`config.mk`:
```
export PLATFORM = sky130hd
export DESIGN_NAME = ram_responder
export DESIGN_NICKNAME = d
export VERILOG_FILES = /design/src/rtl/ram_responder.sv
export SDC_FILE = /design/constraint.sdc
export NUM_CORES = 2
export LEC_CHECK = 0
export ABC_AREA = 1
export BUFFER_PORTS_ARGS = -buffer_cell sky130_fd_sc_hd__buf_4
export CAP_MARGIN = 25
export CELL_PAD_IN_SITES_DETAIL_PLACEMENT = 1
export CELL_PAD_IN_SITES_GLOBAL_PLACEMENT = 2
export CORE_MARGIN = 10
export CORE_UTILIZATION = 35
export DETAILED_ROUTE_END_ITERATION = 16
export MAX_ROUTING_LAYER = met4
export PLACE_DENSITY_LB_ADDON = 0.1
export SYNTH_ARGS = -nofsm -noshare
export SYNTH_HDL_FRONTEND = slang
export SYNTH_SLANG_ARGS = --single-unit
```
`constraint.sdc`:
```
create_clock -name clk -period 9.2 [get_ports clk]
set_input_delay 0.46 -clock clk [delete_from_list [all_inputs] [get_ports clk]]
set_output_delay 0.46 -clock clk [all_outputs]
set_load 0.02 [all_outputs]
```
`src/rtl/ram_responder.sv`:
```
// 256x8 RAM with CPU read/write handshake and a sequential program loader.
// Optional MEM_PARITY_EN adds a per-byte even-parity bit and the parity_err output.
module ram_responder (
    input  logic       clk,
    input  logic       reset,
    // "program" is a reserved word in SystemVerilog, so the mode select is prog_mode
    input  logic       prog_mode,
    input  logic       prog_valid,
    input  logic [7:0] prog_data,
    input  logic       en_mar,
    input  logic [7:0] mar_in,
    input  logic       en_mem,
    input  logic       rw_mem,
    input  logic [7:0] wr_data,
    output logic [7:0] rd_data,
    output logic       mem_ready,
    output logic [7:0] prog_addr,
    output logic       prog_wrap
`ifdef MEM_PARITY_EN
    ,
    output logic       parity_err
`endif
);

    typedef enum logic [1:0] {IDLE, READ, WRITE, PROG} state_t;

    state_t     state, next_state;
    logic [7:0] mar;
    logic [7:0] mem [256];
    logic [7:0] acc_addr;
    logic       accept, cpu_we, prog_we, done, rd_done;

    always_comb begin
        next_state = state;
        if (prog_mode) begin
            next_state = PROG;
        end else begin
            case (state)
                IDLE:    if (en_mem) next_state = rw_mem ? READ : WRITE;
                READ:    next_state = IDLE;
                WRITE:   next_state = IDLE;
                PROG:    next_state = IDLE;
                default: next_state = IDLE;
            endcase
        end
    end

    // A same-edge MAR load forwards mar_in to the access being accepted.
    assign acc_addr = en_mar ? mar_in : mar;
    assign accept   = (state == IDLE) && !prog_mode && en_mem;
    assign cpu_we   = accept && !rw_mem && !reset;
    assign prog_we  = (state == PROG) && prog_mode && prog_valid && !reset;
    // Entering PROG out of READ/WRITE aborts the completion pulse.
    assign done     = ((state == READ) || (state == WRITE)) && !prog_mode;
    assign rd_done  = done && (state == READ);

    always_ff @(posedge clk) begin
        if (reset) begin
            state     <= IDLE;
            mar       <= 8'h00;
            rd_data   <= 8'h00;
            mem_ready <= 1'b0;
            prog_addr <= 8'h00;
            prog_wrap <= 1'b0;
        end else begin
            state     <= next_state;
            mem_ready <= done;
            if (en_mar)  mar     <= mar_in;
            if (rd_done) rd_data <= mem[mar];
            if (prog_we) begin
                prog_addr <= prog_addr + 8'd1;
                if (prog_addr == 8'hFF) prog_wrap <= 1'b1;
            end
        end
    end

    // Memory array is deliberately outside the reset domain.
    always_ff @(posedge clk) begin
        if (cpu_we)       mem[acc_addr]  <= wr_data;
        else if (prog_we) mem[prog_addr] <= prog_data;
    end

`ifdef MEM_PARITY_EN
    logic mem_par [256];

    always_ff @(posedge clk) begin
        if (cpu_we)       mem_par[acc_addr]  <= ^wr_data;
        else if (prog_we) mem_par[prog_addr] <= ^prog_data;
    end

    always_ff @(posedge clk) begin
        if (reset) parity_err <= 1'b0;
        else       parity_err <= rd_done && ((^mem[mar]) != mem_par[mar]);
    end
`endif

endmodule

```
-- Yosys cells after proc, flatten, opt, wreduce, memory -nomap -nowiden
Memory sizes are Yosys's and may differ from the RTL's. A register that Yosys moved wholly into a read port is not among the register bits.
Index checks and enable logic that the tools add are counted.
- add/subtract/negate cells: 1
- multipliers: 0
- divide/modulo/power cells: 0
- order comparisons: 0
- equality and inequality tests: 5
- shift operators: 0
- muxes and demuxes: 13
- bitwise operators: 0
- reduce and logical (&&, ||, !) cells: 17
- operator list (kind ; number):
    2-to-1 mux 8 bit ; 3
    logical AND 1 bit ; 9
    adder 8 x 1 -> 8 bit, second input constant ; 1
    equality test 8 bit, second input constant ; 1
    OR reduction 8 bit ; 1
    2-to-1 mux 1 bit ; 6
    2-to-1 mux 2 bit ; 3
    equality test 2 bit, second input constant ; 2
    one-hot mux 2 bit (2 select lines) ; 1
    zero test 1 bit ; 3
    inequality test 3 bit, second input constant ; 1
    OR reduction 3 bit ; 1
    equality test 2 x 1 -> 1 bit, second input constant ; 1
    zero test 2 bit ; 1
    AND reduction 2 bit ; 1
    logical OR 1 bit ; 1
- register bits: 20
- latch bits: 0
- bits in writable memories: 2048
- memory bits (read-only): 0
- memories kept: 1
- memory list (name ; words ; width ; read ports ; clocked after memory_dff ; wr ports ; line ; RTL):
    mem ; 256 ; 8 ; 1 ; 1 ; 1 ; 29 ; logic [7:0] mem [256];

-- Depth between registers and ports, before layout
- word-level depth: 9
- mapped depth: 17

-- Worst setup path before layout
OpenSTA, ideal clock, no wires.
- path kind: input port to flip-flop
- start: in reset
- end: mem mem[0][0], data pin
- library setup time: 0.822 ns
- arrival time: 4.347 ns
- data required time: 8.378 ns
- path slack: 4.031 ns
- stages: 7
- buffers on the path: 2
- path through: buf_2 -> inv_2 -> nand4_2 -> inv_2 -> buf_1 -> nand2_1 -> nand2_1
- longest elaborated chain between the ends: 7
- elaborated cells on any way between the ends: 8
- classes of those cells: mux: 4; reduce/logical: 4
- ends and longest elaborated chain (what ; line ; RTL):
    start: declaration ; 5 ; input logic reset,
    zero test 1 bit (*) ; 51, 52 ;
    logical AND 1 bit ; 52 ; assign prog_we = (state == PROG) && prog_mode && prog_valid && !reset;
    2-to-1 mux 1 bit ; 80 ; else if (prog_we) mem[prog_addr] <= prog_data;
    2-to-1 mux 1 bit (*) ; 79 ; if (cpu_we) mem[acc_addr] <= wr_data;
    2-to-1 mux 1 bit (not written as such) (*) ; 80 ;
    OR reduction 8 bit (no line) (*) ; -- ;
    2-to-1 mux 8 bit (no line) (*) ; -- ;
    end: declaration ; 29 ;
Mark *: on every way between the ends. The rest lies on a longest branch, timed or not.

==> results_dict.tcl <==
set metrics [dict create \
    vias_per_cell 5.28 \
    yosysTopAreaCellShare 0.728 \
    setup.worst_path.start_class "flip-flop" \
    cts_tree "done" \
    place_area_sq_mm 0.0878 \
    reg2reg_depth 16 \
    min_to "state[1]" \
    routedWlPerCell_microns 26.8 \
    relSlewSlack 0.235 \
    max_stage_delay_ps 810 \
    syn_nets 7223 \
    power.density_mw_per_mm2 218 \
    chipHeight_microns 511 \
    regToRegStartpoint "mar[0]" \
    ys_ff_latch 2076 \
    leakage_nw 32.5 \
    fmax_mhz 206 \
    skew_ps 27.2 \
    drt_wl_total_microns 282000 \
    drt_iter0_drc 4650 \
    ys_async_sr_fraction 0 \
    synth_top_flop_cell "edfxtp_1" \
    std_cell_rows 180 \
    path_max_fanout 157 \
    netlist_instances 7188 \
    synth_cell_types 31 \
    hpwl_microns 159000 \
    setup_viol 0 \
    yosys.area.top_type "edfxtp_1" \
    seq_area_frac_synth 0.735 \
    htreeDepth 4 \
    drv_cap 0 \
    drc 0 \
    drt_first_pass_iters 6 \
    die_w_microns 511 \
    vias 55500 \
    numCtsBuffers 230 \
    portBuffers 48 \
    final_nets 7156 \
    min_path_type "input port to flip-flop" \
    slew_violations 0 \
    period_share 0.528 \
    clk_pin_slew_ps 60 \
    arrival_ps 5660 \
    ant_nets 0 \
    finalPower_mw 20.8 \
    final_cell_mix "2,127 x nand2_1, 2,048 x edfxtp_1, 2,025 x nand3_1" \
    cts-root-buf "clkbuf_16" \
    reg2reg_to "rd_data[6]" \
    grt_max_degree 160 \
    ctsResizeCount 0 \
    whs_path_depth 4 \
    syn_area_sq_mm 0.0845 \
    design_area_sq_mm 0.0954 \
    setup_ws_ps 4340 \
    post-route-min-period_ps 4860 \
    ys_warn_count 0 \
    crit_path_frequent_cell "nand3_1" \
    grt_pass1_vias 56300 \
    avgSynthCellArea_sq_um 11.8 \
    start_util 0.351 \
    antenna_found_initial 8 \
    cts_setup_buffers 0 \
    status "complete, no violations" \
    drive_above_1_share 0.0747 \
    worstPathRequired_ps 10000 \
    core-area_sq_mm 0.240 \
    layout_commonest_cell "nand2_1" \
    post-place-ws_ps 4160 \
    hold_start "en_mem" \
    end_kind "flip-flop" \
    area_delta_synth_final_pct 13.0 \
    synth_edf_count 2048 \
    final_hold_viol_count 0 \
    vdd_ir_drop_max_v 0.000158 \
    gr-total-overflow 0 \
    synthTopCellsByArea "edfxtp_1 73%, nand3_1 12%, nand2_1 9.6%" \
    critPathSlowestCell "buf_4" \
    boundaryPins 49 \
    finalNonFillerCells 10500 \
    cts_buffer_depth 3 \
    fin_setup_tns_ps 0 \
    cp_cell_sequence "buf_12 > buf_4 > buf_12 > buf_4 > nand2_1 > nand3_1 > nand3_1 > nand3_1 > nand3_1 > nand3_1 > nand3_1 > nand2_1 > nand2_1 > nand3_1 > nand2_1 > inv_1" \
    dieArea_sq_mm 0.261 \
    clock_latency_ps 860 \
    reg2reg_slack_ps 4340 \
    dp_cells 10000 \
    grt_pass1_wl_microns 410000 \
    track_usage 0.216 \
    tightest_slew_ps 1150 \
    critical_path_class "flip-flop to flip-flop" \
    gp_congestion 0.821 \
    cts_sinks 2076 \
    rsz0062_at_grt "false" \
]
==> where the power goes <==
| part | switching, mW | total [mW] | leakage (nW) | internal, mW |
|---|---|---|---|---|
| combinational | 1.00 | 1.29 | 10.3 | 0.284 |
| sequential | 0.0283 | 10.4 | 18.6 | 10.4 |
| clock | 3.82 | 9.03 | 3.56 | 5.20 |
==> stage by stage <==
stage	util	hold slack (ps)
floorplan	-	477
global placement	0.364	457
detailed placement	0.365	485
CTS	0.397	75.9
global route	0.397	151
finish	0.397	148
==> cells by family (layout without fill, tap and decap cells) <==
family,after synthesis,in the layout,share of synthesized area
other,0,7,0
adder cells (fa/ha/maj),4,4,0.000593
AO/OA/AOI/OAI,30,30,0.00227
buffers and inverters,552,683,0.0300
AND/OR/NAND/NOR,4526,4526,0.232
flip-flops,2076,2076,0.735
==> timing repair <==
action                                 4_1_cts  5_1_grt
hold buffers                                25        0
endpoints found under the hold margin       11        0
setup endpoints to repair                    0        0
==> area by class of cell <==
class	instances	area (sq um)
fillers	25400	145000
inverters	61	267
repair buffers	192	1780
diodes	7	17.5
multi-input cells	4560	20000
clock inverters	144	1190
clock buffers	286	6110
flip-flops and latches	2076	62100
well taps	3185	3990
==> sequential cells by signal, indices dropped and copies added (netlist names) <==
| signal | flops |
|---|---|
| mem_ready | 1 |
| mar | 8 |
| mem | 2048 |
| prog_wrap | 1 |
| rd_data | 8 |
| prog_addr | 8 |
| state | 2 |
==> how the worst max path moves through the flow <==
stage                start    endpoint  slack [ps]  cells past startpoint
CTS                 mar[0]  rd_data[0]        4160                     16
global route        mar[0]  rd_data[6]        3810                     16
finish              mar[0]  rd_data[6]        4340                     16
detailed placement  mar[0]  rd_data[0]        4160                     16
floorplan            reset   mem[0][0]        4030                      7
global placement    mar[0]  rd_data[6]        4130                     16
==> critical path, delay by kind of cell (launching register included) <==
| kind | cells | cell delay, ps |
|---|---|---|
| buffers and inverters | 5 | 2680 |
| AND/OR/NAND/NOR | 11 | 1190 |
| flip-flops | 1 | 640 |
==> metal layers <==
metal / GRT usage / wire (microns) / vias up
met4: 0.0516 / 6670 / 0
met3: 0.0263 / 10700 / 353
li1: - / - / 25300
met1: 0.294 / 129000 / 28800
met2: 0.346 / 135000 / 1045
met5: - / 0 / -
==> synth_stat cells (2+ instances only) <==
library cell,instances
nand2_1,2151
edfxtp_1,2048
nand3_1,2025
nor2_1,324
buf_2,306
clkbuf_1,110
buf_1,55
inv_1,51
dfxtp_1,28
buf_4,20
a21oi_1,13
inv_2,9
nand2_2,8
nor2_4,6
nor3_1,5
a31oi_1,4
ha_1,4
o21ai_0,4
o21ai_2,4
nor3b_1,2
No activity file was read; power rests on OpenSTA's default activity.
